--- src/rtl/debug_pkg.sv ---
// -----------------------------------------------------------------------------
// debug_pkg
// Shared definitions for the register-dump debug text path.
//   state_e       : dump sequencer states
//   NUM_ROWS      : rows in a dump (x0..x31 plus pc)
//   PC_ROW        : row index that shows the pc
//   ASCII_*       : character codes used to build a row
//   LABEL_W       : label columns before the value digits
//   digit_char()  : 4-bit value to '0'..'9' / 'A'..'F'
// -----------------------------------------------------------------------------
package debug_pkg;

    typedef enum logic [2:0] {
        IDLE = 3'd0,
        LOAD = 3'd1,
        CONV = 3'd2,
        EMIT = 3'd3,
        NEXT = 3'd4,
        DONE = 3'd5
    } state_e;

    localparam int NUM_ROWS = 33;
    localparam int PC_ROW   = 32;
    localparam int LABEL_W  = 4;

    localparam logic [7:0] ASCII_ZERO    = 8'h30;
    localparam logic [7:0] ASCII_UPPER_A = 8'h41;
    localparam logic [7:0] ASCII_SPACE   = 8'h20;
    localparam logic [7:0] ASCII_X       = 8'h78;
    localparam logic [7:0] ASCII_P       = 8'h70;
    localparam logic [7:0] ASCII_C       = 8'h63;

    // Decimal digits never exceed 9, so the same mapping serves both formats.
    function automatic logic [7:0] digit_char(input logic [3:0] n);
        if (n < 4'd10) return ASCII_ZERO + {4'd0, n};
        else           return ASCII_UPPER_A + {4'd0, n} - 8'd10;
    endfunction

endpackage

--- src/rtl/bin2bcd_seq.sv ---
// -----------------------------------------------------------------------------
// bin2bcd_seq
// Sequential double-dabble: 32-bit binary to 10-digit BCD in 32 cycles.
//   clk, rst : clock, asynchronous active-low reset
//   start    : load bin_in and begin converting (one cycle)
//   bin_in   : value to convert, captured on the start cycle (acts as snapshot)
//   done     : high during the final shift cycle; bcd is valid from the
//              next cycle on and stays stable until the next start
//   bcd      : 10 BCD digits, digit 9 in bcd[39:36]
// -----------------------------------------------------------------------------
module bin2bcd_seq (
    input  logic        clk,
    input  logic        rst,
    input  logic        start,
    input  logic [31:0] bin_in,
    output logic        done,
    output logic [39:0] bcd
);

    logic [31:0] bin_q;
    logic [39:0] bcd_q;
    logic [4:0]  cnt_q;
    logic        active_q;
    logic [39:0] adj;

    // Add 3 to every nibble >= 5 so the following shift carries correctly.
    always_comb begin
        adj = bcd_q;
        for (int i = 0; i < 10; i++) begin
            if (bcd_q[i*4 +: 4] >= 4'd5) adj[i*4 +: 4] = bcd_q[i*4 +: 4] + 4'd3;
        end
    end

    always_ff @(posedge clk or negedge rst) begin
        if (!rst) begin
            bin_q    <= '0;
            bcd_q    <= '0;
            cnt_q    <= '0;
            active_q <= 1'b0;
        end else if (start) begin
            bin_q    <= bin_in;
            bcd_q    <= '0;
            cnt_q    <= '0;
            active_q <= 1'b1;
        end else if (active_q) begin
            {bcd_q, bin_q} <= {adj, bin_q} << 1;
            cnt_q          <= cnt_q + 5'd1;
            if (cnt_q == 5'd31) active_q <= 1'b0;
        end
    end

    assign done = active_q && (cnt_q == 5'd31);
    assign bcd  = bcd_q;

endmodule

--- src/rtl/reg_dump_sequencer.sv ---
// -----------------------------------------------------------------------------
// reg_dump_sequencer
// Walks x0..x31 and pc, formats each as one text row and writes the characters
// into the VGA debug character buffer.
//
// Row layout: cols 0-3 label ("x05 " / "pc  "), then the value.
//   default build     : 10 decimal digits, cols 4-13, via bin2bcd_seq
//   DBG_HEX_EN defined: 8 uppercase hex digits, cols 4-11, no conversion state
//
// Ports
//   clk, rst            : clock, asynchronous active-low reset
//   start               : one-cycle frame request
//   reg_rd_addr         : register row being read (32 = pc)
//   reg_rd_data         : combinational read data for reg_rd_addr
//   ascii_ready         : buffer accepts a character this cycle
//   ascii_write_en      : character valid
//   ascii_input         : character code
//   ascii_write_address : row*COLS + col
//   busy                : frame dump in progress
//   frame_done          : one-cycle pulse after the last character
//   dbg_state           : current FSM state (debug_pkg::state_e encoding)
//
// Write handshake: a character transfers on a rising edge where
// ascii_write_en && ascii_ready. Once ascii_write_en is raised, it and the
// character/address stay unchanged until that transfer happens.
//
// A trigger (start or refresh tick) while busy is remembered in a single
// pending flag; the next frame then starts straight out of DONE.
// -----------------------------------------------------------------------------
module reg_dump_sequencer
    import debug_pkg::*;
#(
    parameter int COLS           = 80,
    parameter int ADDR_W         = 13,
    parameter int REFRESH_CYCLES = 1000000
) (
    input  logic              clk,
    input  logic              rst,
    input  logic              start,
    output logic [5:0]        reg_rd_addr,
    input  logic [31:0]       reg_rd_data,
    input  logic              ascii_ready,
    output logic              ascii_write_en,
    output logic [7:0]        ascii_input,
    output logic [ADDR_W-1:0] ascii_write_address,
    output logic              busy,
    output logic              frame_done,
    output logic [2:0]        dbg_state
);

    localparam logic [2:0] S_IDLE = 3'(IDLE);
    localparam logic [2:0] S_LOAD = 3'(LOAD);
    localparam logic [2:0] S_CONV = 3'(CONV);
    localparam logic [2:0] S_EMIT = 3'(EMIT);
    localparam logic [2:0] S_NEXT = 3'(NEXT);
    localparam logic [2:0] S_DONE = 3'(DONE);

`ifdef DBG_HEX_EN
    localparam int DIGITS = 8;
`else
    localparam int DIGITS = 10;
`endif
    localparam logic [3:0] LAST_COL = 4'(LABEL_W + DIGITS - 1);
    localparam logic [5:0] LAST_ROW = 6'(PC_ROW);

    // The bottom-right character of the pc row must be addressable.
    generate
        if (COLS * NUM_ROWS > (1 << ADDR_W)) begin : g_addr_check
            $error("reg_dump_sequencer: COLS*33 does not fit in ADDR_W bits");
        end
    endgenerate

    logic [2:0] state_q;
    logic [5:0] row_q;
    logic [3:0] col_q;
    logic       pending_q;
    logic       refresh_tick;
    logic       trigger;
    logic       conv_done;
    logic [7:0] ch;
    logic [3:0] vdig;
    logic [5:0] row_tens;
    logic [5:0] row_ones;

    // ---------------------------------------------------------------- refresh
    generate
        if (REFRESH_CYCLES == 0) begin : g_no_refresh
            assign refresh_tick = 1'b0;
        end else begin : g_refresh
            localparam int CNT_W = (REFRESH_CYCLES > 1) ? $clog2(REFRESH_CYCLES) : 1;
            localparam logic [CNT_W-1:0] CNT_LAST = CNT_W'(REFRESH_CYCLES - 1);
            logic [CNT_W-1:0] cnt_q;

            always_ff @(posedge clk or negedge rst) begin
                if (!rst)                 cnt_q <= '0;
                else if (cnt_q == CNT_LAST) cnt_q <= '0;
                else                      cnt_q <= cnt_q + CNT_W'(1);
            end

            assign refresh_tick = (cnt_q == CNT_LAST);
        end
    endgenerate

    assign trigger = start | refresh_tick;

    // ---------------------------------------------------------- value source
`ifdef DBG_HEX_EN
    logic [31:0] snap_q;

    always_ff @(posedge clk or negedge rst) begin
        if (!rst)                  snap_q <= '0;
        else if (state_q == S_LOAD) snap_q <= reg_rd_data;
    end

    assign conv_done = 1'b1;

    always_comb begin
        vdig = '0;
        for (int i = 0; i < DIGITS; i++) begin
            if (col_q == 4'(LABEL_W + i)) vdig = snap_q[(DIGITS-1-i)*4 +: 4];
        end
    end
`else
    logic [39:0] bcd;

    // The converter's input register is the per-row snapshot.
    bin2bcd_seq u_bin2bcd (
        .clk    (clk),
        .rst    (rst),
        .start  (state_q == S_LOAD),
        .bin_in (reg_rd_data),
        .done   (conv_done),
        .bcd    (bcd)
    );

    always_comb begin
        vdig = '0;
        for (int i = 0; i < DIGITS; i++) begin
            if (col_q == 4'(LABEL_W + i)) vdig = bcd[(DIGITS-1-i)*4 +: 4];
        end
    end
`endif

    // -------------------------------------------------------------- FSM
    always_ff @(posedge clk or negedge rst) begin
        if (!rst) begin
            state_q   <= S_IDLE;
            row_q     <= '0;
            col_q     <= '0;
            pending_q <= 1'b0;
        end else begin
            case (state_q)
                S_IDLE: begin
                    if (trigger) begin
                        state_q <= S_LOAD;
                        row_q   <= '0;
                    end
                end
                S_LOAD: begin
                    col_q <= '0;
`ifdef DBG_HEX_EN
                    state_q <= S_EMIT;
`else
                    state_q <= S_CONV;
`endif
                end
                S_CONV: begin
                    if (conv_done) state_q <= S_EMIT;
                end
                S_EMIT: begin
                    if (ascii_ready) begin
                        if (col_q == LAST_COL) state_q <= S_NEXT;
                        else                   col_q   <= col_q + 4'd1;
                    end
                end
                S_NEXT: begin
                    if (row_q == LAST_ROW) begin
                        state_q <= S_DONE;
                    end else begin
                        row_q   <= row_q + 6'd1;
                        state_q <= S_LOAD;
                    end
                end
                S_DONE: begin
                    // A trigger landing in DONE itself is folded into the restart.
                    row_q     <= '0;
                    pending_q <= 1'b0;
                    state_q   <= (pending_q || trigger) ? S_LOAD : S_IDLE;
                end
                default: state_q <= S_IDLE;
            endcase

            if (trigger && (state_q != S_IDLE) && (state_q != S_DONE)) pending_q <= 1'b1;
        end
    end

    // ----------------------------------------------------------- characters
    assign row_tens = row_q / 6'd10;
    assign row_ones = row_q % 6'd10;

    always_comb begin
        ch = ASCII_SPACE;
        case (col_q)
            4'd0:    ch = (row_q == LAST_ROW) ? ASCII_P : ASCII_X;
            4'd1:    ch = (row_q == LAST_ROW) ? ASCII_C : ASCII_ZERO + {2'b00, row_tens};
            4'd2:    ch = (row_q == LAST_ROW) ? ASCII_SPACE : ASCII_ZERO + {2'b00, row_ones};
            4'd3:    ch = ASCII_SPACE;
            default: ch = digit_char(vdig);
        endcase
    end

    // Outputs are decoded from registered state so reset clears them at once.
    assign ascii_write_en      = (state_q == S_EMIT);
    assign ascii_input         = (state_q == S_EMIT) ? ch : 8'd0;
    assign ascii_write_address = (state_q == S_EMIT)
                               ? ADDR_W'(row_q) * ADDR_W'(COLS) + ADDR_W'(col_q)
                               : '0;
    assign reg_rd_addr         = row_q;
    assign busy                = (state_q != S_IDLE);
    assign frame_done          = (state_q == S_DONE);
    assign dbg_state           = state_q;

endmodule

--- config.mk ---
export PLATFORM = sky130hd
export DESIGN_NAME = reg_dump_sequencer
export DESIGN_NICKNAME = d
export VERILOG_FILES = /design/src/rtl/debug_pkg.sv /design/src/rtl/bin2bcd_seq.sv /design/src/rtl/reg_dump_sequencer.sv
export SDC_FILE = /design/constraint.sdc
export NUM_CORES = 1
export LEC_CHECK = 0
export ABC_AREA = 1
export CELL_PAD_IN_SITES_DETAIL_PLACEMENT = 2
export CELL_PAD_IN_SITES_GLOBAL_PLACEMENT = 2
export CORE_ASPECT_RATIO = 1.2
export CORE_MARGIN = 2
export CORE_UTILIZATION = 30
export CTS_BUF_LIST = sky130_fd_sc_hd__clkbuf_4 sky130_fd_sc_hd__clkbuf_8 sky130_fd_sc_hd__clkbuf_16
export CTS_CLUSTER_DIAMETER = 40
export DETAILED_ROUTE_END_ITERATION = 10
export GPL_TIMING_DRIVEN = 0
export PLACE_DENSITY_LB_ADDON = 0.1
export REMOVE_ABC_BUFFERS = 1
export SYNTH_ARGS = -nofsm -noshare
export SYNTH_HDL_FRONTEND = slang
export SYNTH_SLANG_ARGS = --single-unit
--- constraint.sdc ---
create_clock -name clk -period 2.7 [get_ports clk]
set_input_delay 0.54 -clock clk [delete_from_list [all_inputs] [get_ports clk]]
set_output_delay 0.54 -clock clk [all_outputs]
set_load 0.005 [all_outputs]
==> summary.md, run 1 <==
| Metric | Value |
|---|---|
| Outcome | `finished, violations left` |
| Failing checks | `negative setup slack` |
| Worst Hold Class | `primary input to asynchronous set/reset pin` |
| Placed instance area | `8290 sq um` |
| Post-Syn Area | `7210 sq um` |
| DP Cell Count | `1,338` |
| DIE AREA | `25,300 sq um` |
| Clock Skew | `0.00937 ns` |
| Root Driver | `clkbuf_16` |
| Diodes inserted | `0` |
| IO buf count | `67` |
| Chip Width | `145 microns` |
| GR Util All Layers | `18.6%` |
| WL final | `23,100 microns` |
| Hold Vio Cnt, Final | `0` |
| Share of the synthesized area in the top cell type | `38.9%` |
| Area leader, netlist | `dfrtp_1` |
| Seq pwr share | `51.2%` |
| Combinational share of power | `7.5%` |
| Most common cell after layout, fill and taps aside | `nand2_1` |
| Tcrit/Tclk final | `124%` |
| Maxcap violations | `0` |
| Clock slew at reported path FFs | `0.08 ns` |
| Post-synthesis sequential area ratio | `38.9%` |
| Setup WS post-layout | `-0.661 ns` |
| Row Count | `62` |
| Complex-gate fraction of the synthesized area | `15.3%` |
| Core Region | `23,700 sq um` |
| DRC violations left | `0` |
| Slew @ Worst Pin | `1.05 ns` |
| Post-route ant nets | `0` |
| Mean area per synthesized cell | `7.44 sq um` |
| Switching Share | `25.4%` |
| CTS tree | `built` |
| Main area contributors after synthesis | `dfrtp_1, nand2_1, inv_1` |
| IO Pins | `69` |
| Nets | `1,161` |
| Antenna violations before repair | `0` |
| Slowest-stage cell, CP | `dfrtp_1` |
| Pwr Density | `349 nW/um^2` |
| Crit path max-delay family | `simple AND/OR/NAND/NOR gates` |
| Most frequent cells in the layout | `nand2_1, inv_1, dfrtp_1` |
| Share of layout cells above drive strength 1 | `21.4%` |
| Min Tclk post-route | `3.36 ns` |
| Internal Power | `2.45 mW` |
| Crit end category | `primary output` |
| Synth unique cells | `48` |
| Mux share of post-synthesis cell area | `0%` |
| R2R Path End | `u_bin2bcd.bcd[38]` |
| Clock power share | `41.3%` |
| Via count | `6,919` |
| # H-tree levels | `3` |
| Clk_lat worst skew | `0.37 ns` |
| Final setup vio count | `11` |
| Post-synth ARST share | `100%` |
| First-pass GRT wire length | `38,600 microns` |
| Vias in the first global route | `7,701` |
| Maximum clock path buffer count | `2` |
| Routed length per instance | `16.4 microns` |
| CP Depth | `21` |
| Arrival time worst endpoint | `2.82 ns` |
| Max Slew Vio Count | `0` |
| HPWL Detailed | `15,600 microns` |
| Final instance area | `9420 sq um` |
| Worst VDD drop | `290 uV` |
| Slew HR | `29.7%` |
| Via/cell ratio | `4.92` |
| Synth Register Bits | `112` |
| Leak Pwr | `4.23 nW` |
| Die Span Y | `174 microns` |
| Inserted Clock Buffers | `9` |
| Routability cong. | `0.709` |
| Clock Sink Count | `112` |
| Post-synth EDFFs | `0` |
| Post-synthesis xor/xnor area fraction | `1.82%` |
| Synth Instances | `969` |
| Max FO, Critical Path | `4` |
| Crit Path Category | `flop to primary output` |
| Initial Util | `30.4%` |
| Worst path max stage delay | `0.44 ns` |
| Main combinational cell family by area after synthesis | `simple AND/OR/NAND/NOR gates` |
| Critical Path RT | `2.16 ns` |
| R2r startpoint | `dbg_state[1]` |
| Most frequent CP cell | `nand2_1` |
| Area share of fa/ha/maj cells after synthesis | `7.57%` |
| Layout area overhead | `30.8%` |
| Switching Power | `834 uW` |
| Non-Filler Instances | `1,407` |
| Post-Synth Simple-Gate Area | `26.3%` |
| Fmax | `298 MHz` |
| RSZ-0062 raised after global routing | `yes` |
| Worst Reg2Reg Path Length in Cells | `7` |
| Pre-Repair DR Iteration Count | `4` |
| Grt total ovfl | `0` |
| WP buf/inv | `5` |
| Util after Layout | `39.7%` |
| Dominant synthesized flop cell | `dfrtp_1` |
| Reg2Reg Setup Slack | `0.29 ns` |
| Setup crit start kind | `flop` |
| DRT iter0 DRCs | `214` |
| Post-layout power | `3.28 mW` |
| Largest net degree at the start of global routing | `64` |
| CP cell instances | `inv_2, ha_4, clkinvlp_4, nor2_2, nand2_1, nand2_1, nand2_1, nand2_1, nand2_1, nand2_1, nand2_1, nand2_1, nand2_2, nand2_2, a21oi_4, buf_4, buf_4, a21oi_2, nor2_1, nor2_1, buf_2` |
| Yosys Warn Count | `0` |
## worst register-to-register path: stages, from the launching register on
cell and delay, ns:
dfrtp_1 0.42, inv_1 0.10, nand2_1 0.12, nor2_4 0.29
buf_12 0.23, nor2_2 0.09, inv_2 0.76, o21ai_0 0.23
## cell families after synthesis
| logic type | Yosys count |
|---|---|
| and+or+nand+nor | 423 |
| buffers and inverters | 191 |
| AOI/OAI and AO/OA | 184 |
| DFF | 112 |
| adders and majority gates | 43 |
| xor gates and xnor gates | 15 |
| other | 1 |
## how the worst max path moves through the flow
stage	from	slack, ns	endpoint
6_report	col_q[1]	-0.66	ascii_input[0]
5_1_grt	col_q[1]	-0.86	ascii_input[0]
4_1_cts	col_q[1]	-0.67	ascii_input[2]
3_5_place_dp	reg_rd_addr[3]	-0.95	ascii_input[6]
3_3_place_gp	dbg_state[0]	-4.85	u_bin2bcd.bcd[6]
2_1_floorplan	dbg_state[0]	-1.27	u_bin2bcd.bcd[7]
## cell usage after synthesis, types with 6 or more instances
library cell and number:
a21oi_1 34, clkbuf_1 15, dfrtp_1 112, ha_1 42, inv_1 150, inv_2 16
nand2_1 200, nand2_2 10, nand3_1 64, nand3_2 7, nand4_1 9, nor2_1 94
nor2_2 7, nor3_1 12, o211ai_1 17, o21ai_0 75, o21ai_1 9, o221ai_1 6
o22ai_1 14, o32ai_1 9, xor2_1 15
## flip-flops by register name, indices dropped and copies added (netlist names), 3 cells and up
register         cells
u_bin2bcd.bcd       40
dbg_state            3
reg_rd_addr          6
u_bin2bcd.cnt_q      5
u_bin2bcd.bin_q     32
g_refresh.cnt_q     20
col_q                4
## metrics by stage
stage                     hold slack, ns  setup TNS [ns]  setup slack [ns]
after detailed placement           0.460          -22.72            -0.946
final                              0.119           -4.48            -0.661
after global placement             0.448         -762.33             -4.85
after CTS                          0.134           -4.76            -0.670
after global routing               0.147           -6.29            -0.861
after floorplan                    0.244          -56.80             -1.27
## power by group through the flow
stage | Combinational (mW) | Sequential, mW | Clock (mW)
finish | 0.248 | 1.68 | 1.36
CTS | 0.216 | 1.68 | 1.42
detailed placement | 0.170 | 1.71 | 0
global placement | 0.163 | 1.71 | 0
floorplan | 0.0564 | 1.71 | 0
global route | 0.274 | 1.68 | 1.46
## timing repair
action	in CTS	in global routing
pin swaps	44	38
hold buffers	0	0
setup buffers	39	18
gates cloned	0	0
gates resized for setup	156	40
endpoints found under the setup margin	54	18
hold endpoints to repair	0	0
## routing by layer
layer	track usage, %	vias up	part of all wire, %
met1	20.8	3458	42
met2	36.8	69	55
met4	5.15	0	1.0
met3	2.05	14	1.7
li1	-	3378	-
met5	0	-	0
## area by class of cell
cell class | count | area [sq um]
Clock buffer | 10 | 233
Inverter | 169 | 667
Fill cell | 2768 | 14300
Sequential cell | 112 | 2820
Clock inverter | 6 | 55.1
Multi-Input combinational cell | 666 | 4120
Timing Repair Buffer | 124 | 1140
Tap cell | 320 | 400
(Power assumes the default switching activity.)
==> inputs of run 2 (changes only) <==
--- a/config.mk
+++ b/config.mk
@@ -5,12 +5,11 @@
 export SDC_FILE = /design/constraint.sdc
 export NUM_CORES = 1
 export LEC_CHECK = 0
-export ABC_AREA = 1
 export CELL_PAD_IN_SITES_DETAIL_PLACEMENT = 2
 export CELL_PAD_IN_SITES_GLOBAL_PLACEMENT = 2
 export CORE_ASPECT_RATIO = 1.2
 export CORE_MARGIN = 2
-export CORE_UTILIZATION = 30
+export CORE_UTILIZATION = 32
 export CTS_BUF_LIST = sky130_fd_sc_hd__clkbuf_4 sky130_fd_sc_hd__clkbuf_8 sky130_fd_sc_hd__clkbuf_16
 export CTS_CLUSTER_DIAMETER = 40
 export DETAILED_ROUTE_END_ITERATION = 10
==> summary.md, run 2 <==
| Metric | Value |
|---|---|
| Outcome | `finished, violations left` |
| Failing checks | `negative setup slack` |
| RSZ-0062 raised after global routing | `yes` |
| Post-synth EDFFs | `0` |
| Pre-Repair DR Iteration Count | `4` |
| Slew @ Worst Pin | `0.698 ns` |
| Clock Sink Count | `112` |
| Core Region | `23,100 sq um` |
| Maximum clock path buffer count | `2` |
| Yosys Warn Count | `0` |
| Routed length per instance | `19.2 microns` |
| Routability cong. | `0.796` |
| DIE AREA | `24,700 sq um` |
| Nets | `1,043` |
| Post-route ant nets | `0` |
| Reg2Reg Setup Slack | `0.18 ns` |
| CTS tree | `built` |
| Critical Path RT | `2.16 ns` |
| Crit Path Category | `flop to primary output` |
| Synth Instances | `877` |
| IO Pins | `69` |
| Leak Pwr | `4.21 nW` |
| Clk_lat worst skew | `0.37 ns` |
| Row Count | `61` |
| Most common cell after layout, fill and taps aside | `dfrtp_1` |
| Grt total ovfl | `0` |
| Dominant synthesized flop cell | `dfrtp_1` |
| WL final | `24,700 microns` |
| GR Util All Layers | `20.5%` |
| Inserted Clock Buffers | `9` |
| Max reg flops | `40` |
| TNS Setup | `-6.94 ns` |
| # hold bufs at CTS | `0` |
| Setup crit start kind | `flop` |
| DRC violations left | `0` |
| Clock Skew | `0.0138 ns` |
| Placed instance area | `8490 sq um` |
| Share of layout cells above drive strength 1 | `17.8%` |
| Hold Vio Cnt, Final | `0` |
| Post-Syn Area | `7490 sq um` |
| Largest net degree at the start of global routing | `64` |
| Fillers | `2,504` |
| IO buf count | `67` |
| Maxcap violations | `0` |
| Max FO, Critical Path | `4` |
| Vias in the first global route | `7,616` |
| Main area contributors after synthesis | `dfrtp_1, ha_1, mux2i_1` |
| Most frequent cells in the layout | `dfrtp_1, o21ai_0, nand2_1` |
| Synth Register Bits | `112` |
| Max Slew Vio Count | `0` |
| Min Tclk post-route | `3.61 ns` |
| Commonest cells in the netlist | `dfrtp_1, o21ai_0, nand2_1` |
| Worst VDD drop | `388 uV` |
| Final instance area | `9640 sq um` |
| Post-synth ARST share | `100%` |
| Slew HR | `53.3%` |
| Worst Hold Class | `primary input to asynchronous set/reset pin` |
| Clock slew at reported path FFs | `0.08 ns` |
| Util after Layout | `41.7%` |
| Mean area per synthesized cell | `8.55 sq um` |
| Fmax | `277 MHz` |
| Pwr Density | `1020 nW/um^2` |
| Arrival time worst endpoint | `3.07 ns` |
| # H-tree levels | `3` |
| DRT iter0 DRCs | `195` |
| Initial Util | `32.4%` |
| Post-synthesis sequential area ratio | `37.4%` |
| HPWL Detailed | `16,300 microns` |
| Top-count cell post-synth | `dfrtp_1` |
| Tcrit/Tclk final | `134%` |
| Antenna violations before repair | `0` |
| Share of the synthesized area in the top cell type | `37.4%` |
| First-pass GRT wire length | `40,200 microns` |
| Diodes inserted | `0` |
| Setup WS post-layout | `-0.910 ns` |
| Root Driver | `clkbuf_16` |
| Synth unique cells | `68` |
| Area leader, netlist | `dfrtp_1` |
| Via/cell ratio | `5.38` |
| Via count | `6,912` |
| Layout area overhead | `28.6%` |
| Die Span Y | `172 microns` |
| Crit end category | `primary output` |
| Final setup vio count | `12` |
| Chip Width | `144 microns` |
==> run 2: changes by cell type after synthesis, sizes merged, moves of 26 or more <==
cell,change
nand2,-128
inv,-124
mux2i,+48
nand3,-37
a21oi,+30
nor2,-26
==> run 2: area by class of cell <==
class                   count  area, sq um  area share, %
clock inverters             7         72.6          0.753
inverters                  44          181           1.88
multi-input cells         669         4700           48.8
clock buffers               9          225           2.34
flip-flops and latches    112         2830           29.3
well taps                 315          394           4.09
repair buffers            128         1230           12.8
==> run 2: final timing paths <==
check	start	endpoint	depth (start not counted)
worst max-delay path	col_q[0]	ascii_input[2]	11
worst min-delay path	rst	reg_rd_addr[4]	1
worst max register to register	reg_rd_addr[1]	reg_rd_addr[4]	8
worst min register to register	g_refresh.cnt_q[0]	g_refresh.cnt_q[0]	1
max in group asynchronous	rst	u_bin2bcd.bin_q[16]	2
min in group clk	g_refresh.cnt_q[0]	g_refresh.cnt_q[0]	1
==> run 2: cell families (layout without fill, tap and decap cells) <==
logic type | Yosys count | in the layout | share of synthesized area [%]
compound gates | 234 | 234 | 18.8
xor+xnor | 40 | 40 | 4.67
fa+ha+maj | 43 | 43 | 7.28
buf+inv | 96 | 188 | 5.18
flops | 112 | 112 | 37.4
mux | 48 | 48 | 6.41
other cells | 1 | 1 | 0.0500
simple gates | 303 | 303 | 20.2
==> run 2: worst max-delay path: stages, from the launching register on <==
cell,delay (ns)
dfrtp_2,0.46
ha_4,0.19
or3b_4,0.41
a221o_1,0.31
a222oi_1,0.31
buf_4,0.20
nor3_4,0.05
ha_4,0.18
buf_6,0.11
a41oi_1,0.23
a211oi_2,0.11
buf_2,0.14
==> run 2: stage by stage <==
step                      worst slack, ns  power [mW]  hold WS, ns  cells
after global routing               -0.995        10.6        0.157   1284
after floorplan                     -4.40        5.57        0.244    825
after CTS                          -0.914        9.62        0.145   1270
after global placement              -8.24        7.06        0.458   1207
final                              -0.910        9.80        0.128   1284
after detailed placement            -2.13        7.37        0.504   1217
==> run 2: power by group <==
part / switching [mW] / leakage [nW] / internal [mW]
sequential: 0.700 / 1.43 / 2.19
combinational: 2.96 / 2.63 / 2.57
clock: 0.725 / 0.146 / 0.655
==> run 2: repair_timing <==
action / CTS / global route
gates resized for setup: 147 / 14
endpoints found under the setup margin: 42 / 20
buffers inserted: 37 / 15
pin swaps: 31 / 22
gates cloned: 0 / 0
==> run 2: metal layers <==
| metal | share of wire (%) | global-route usage [%] |
|---|---|---|
| met5 | 0 | 0 |
| met4 | 1.1 | 6.05 |
| met3 | 2.0 | 1.95 |
| met2 | 53 | 38.3 |
| met1 | 43 | 24.7 |
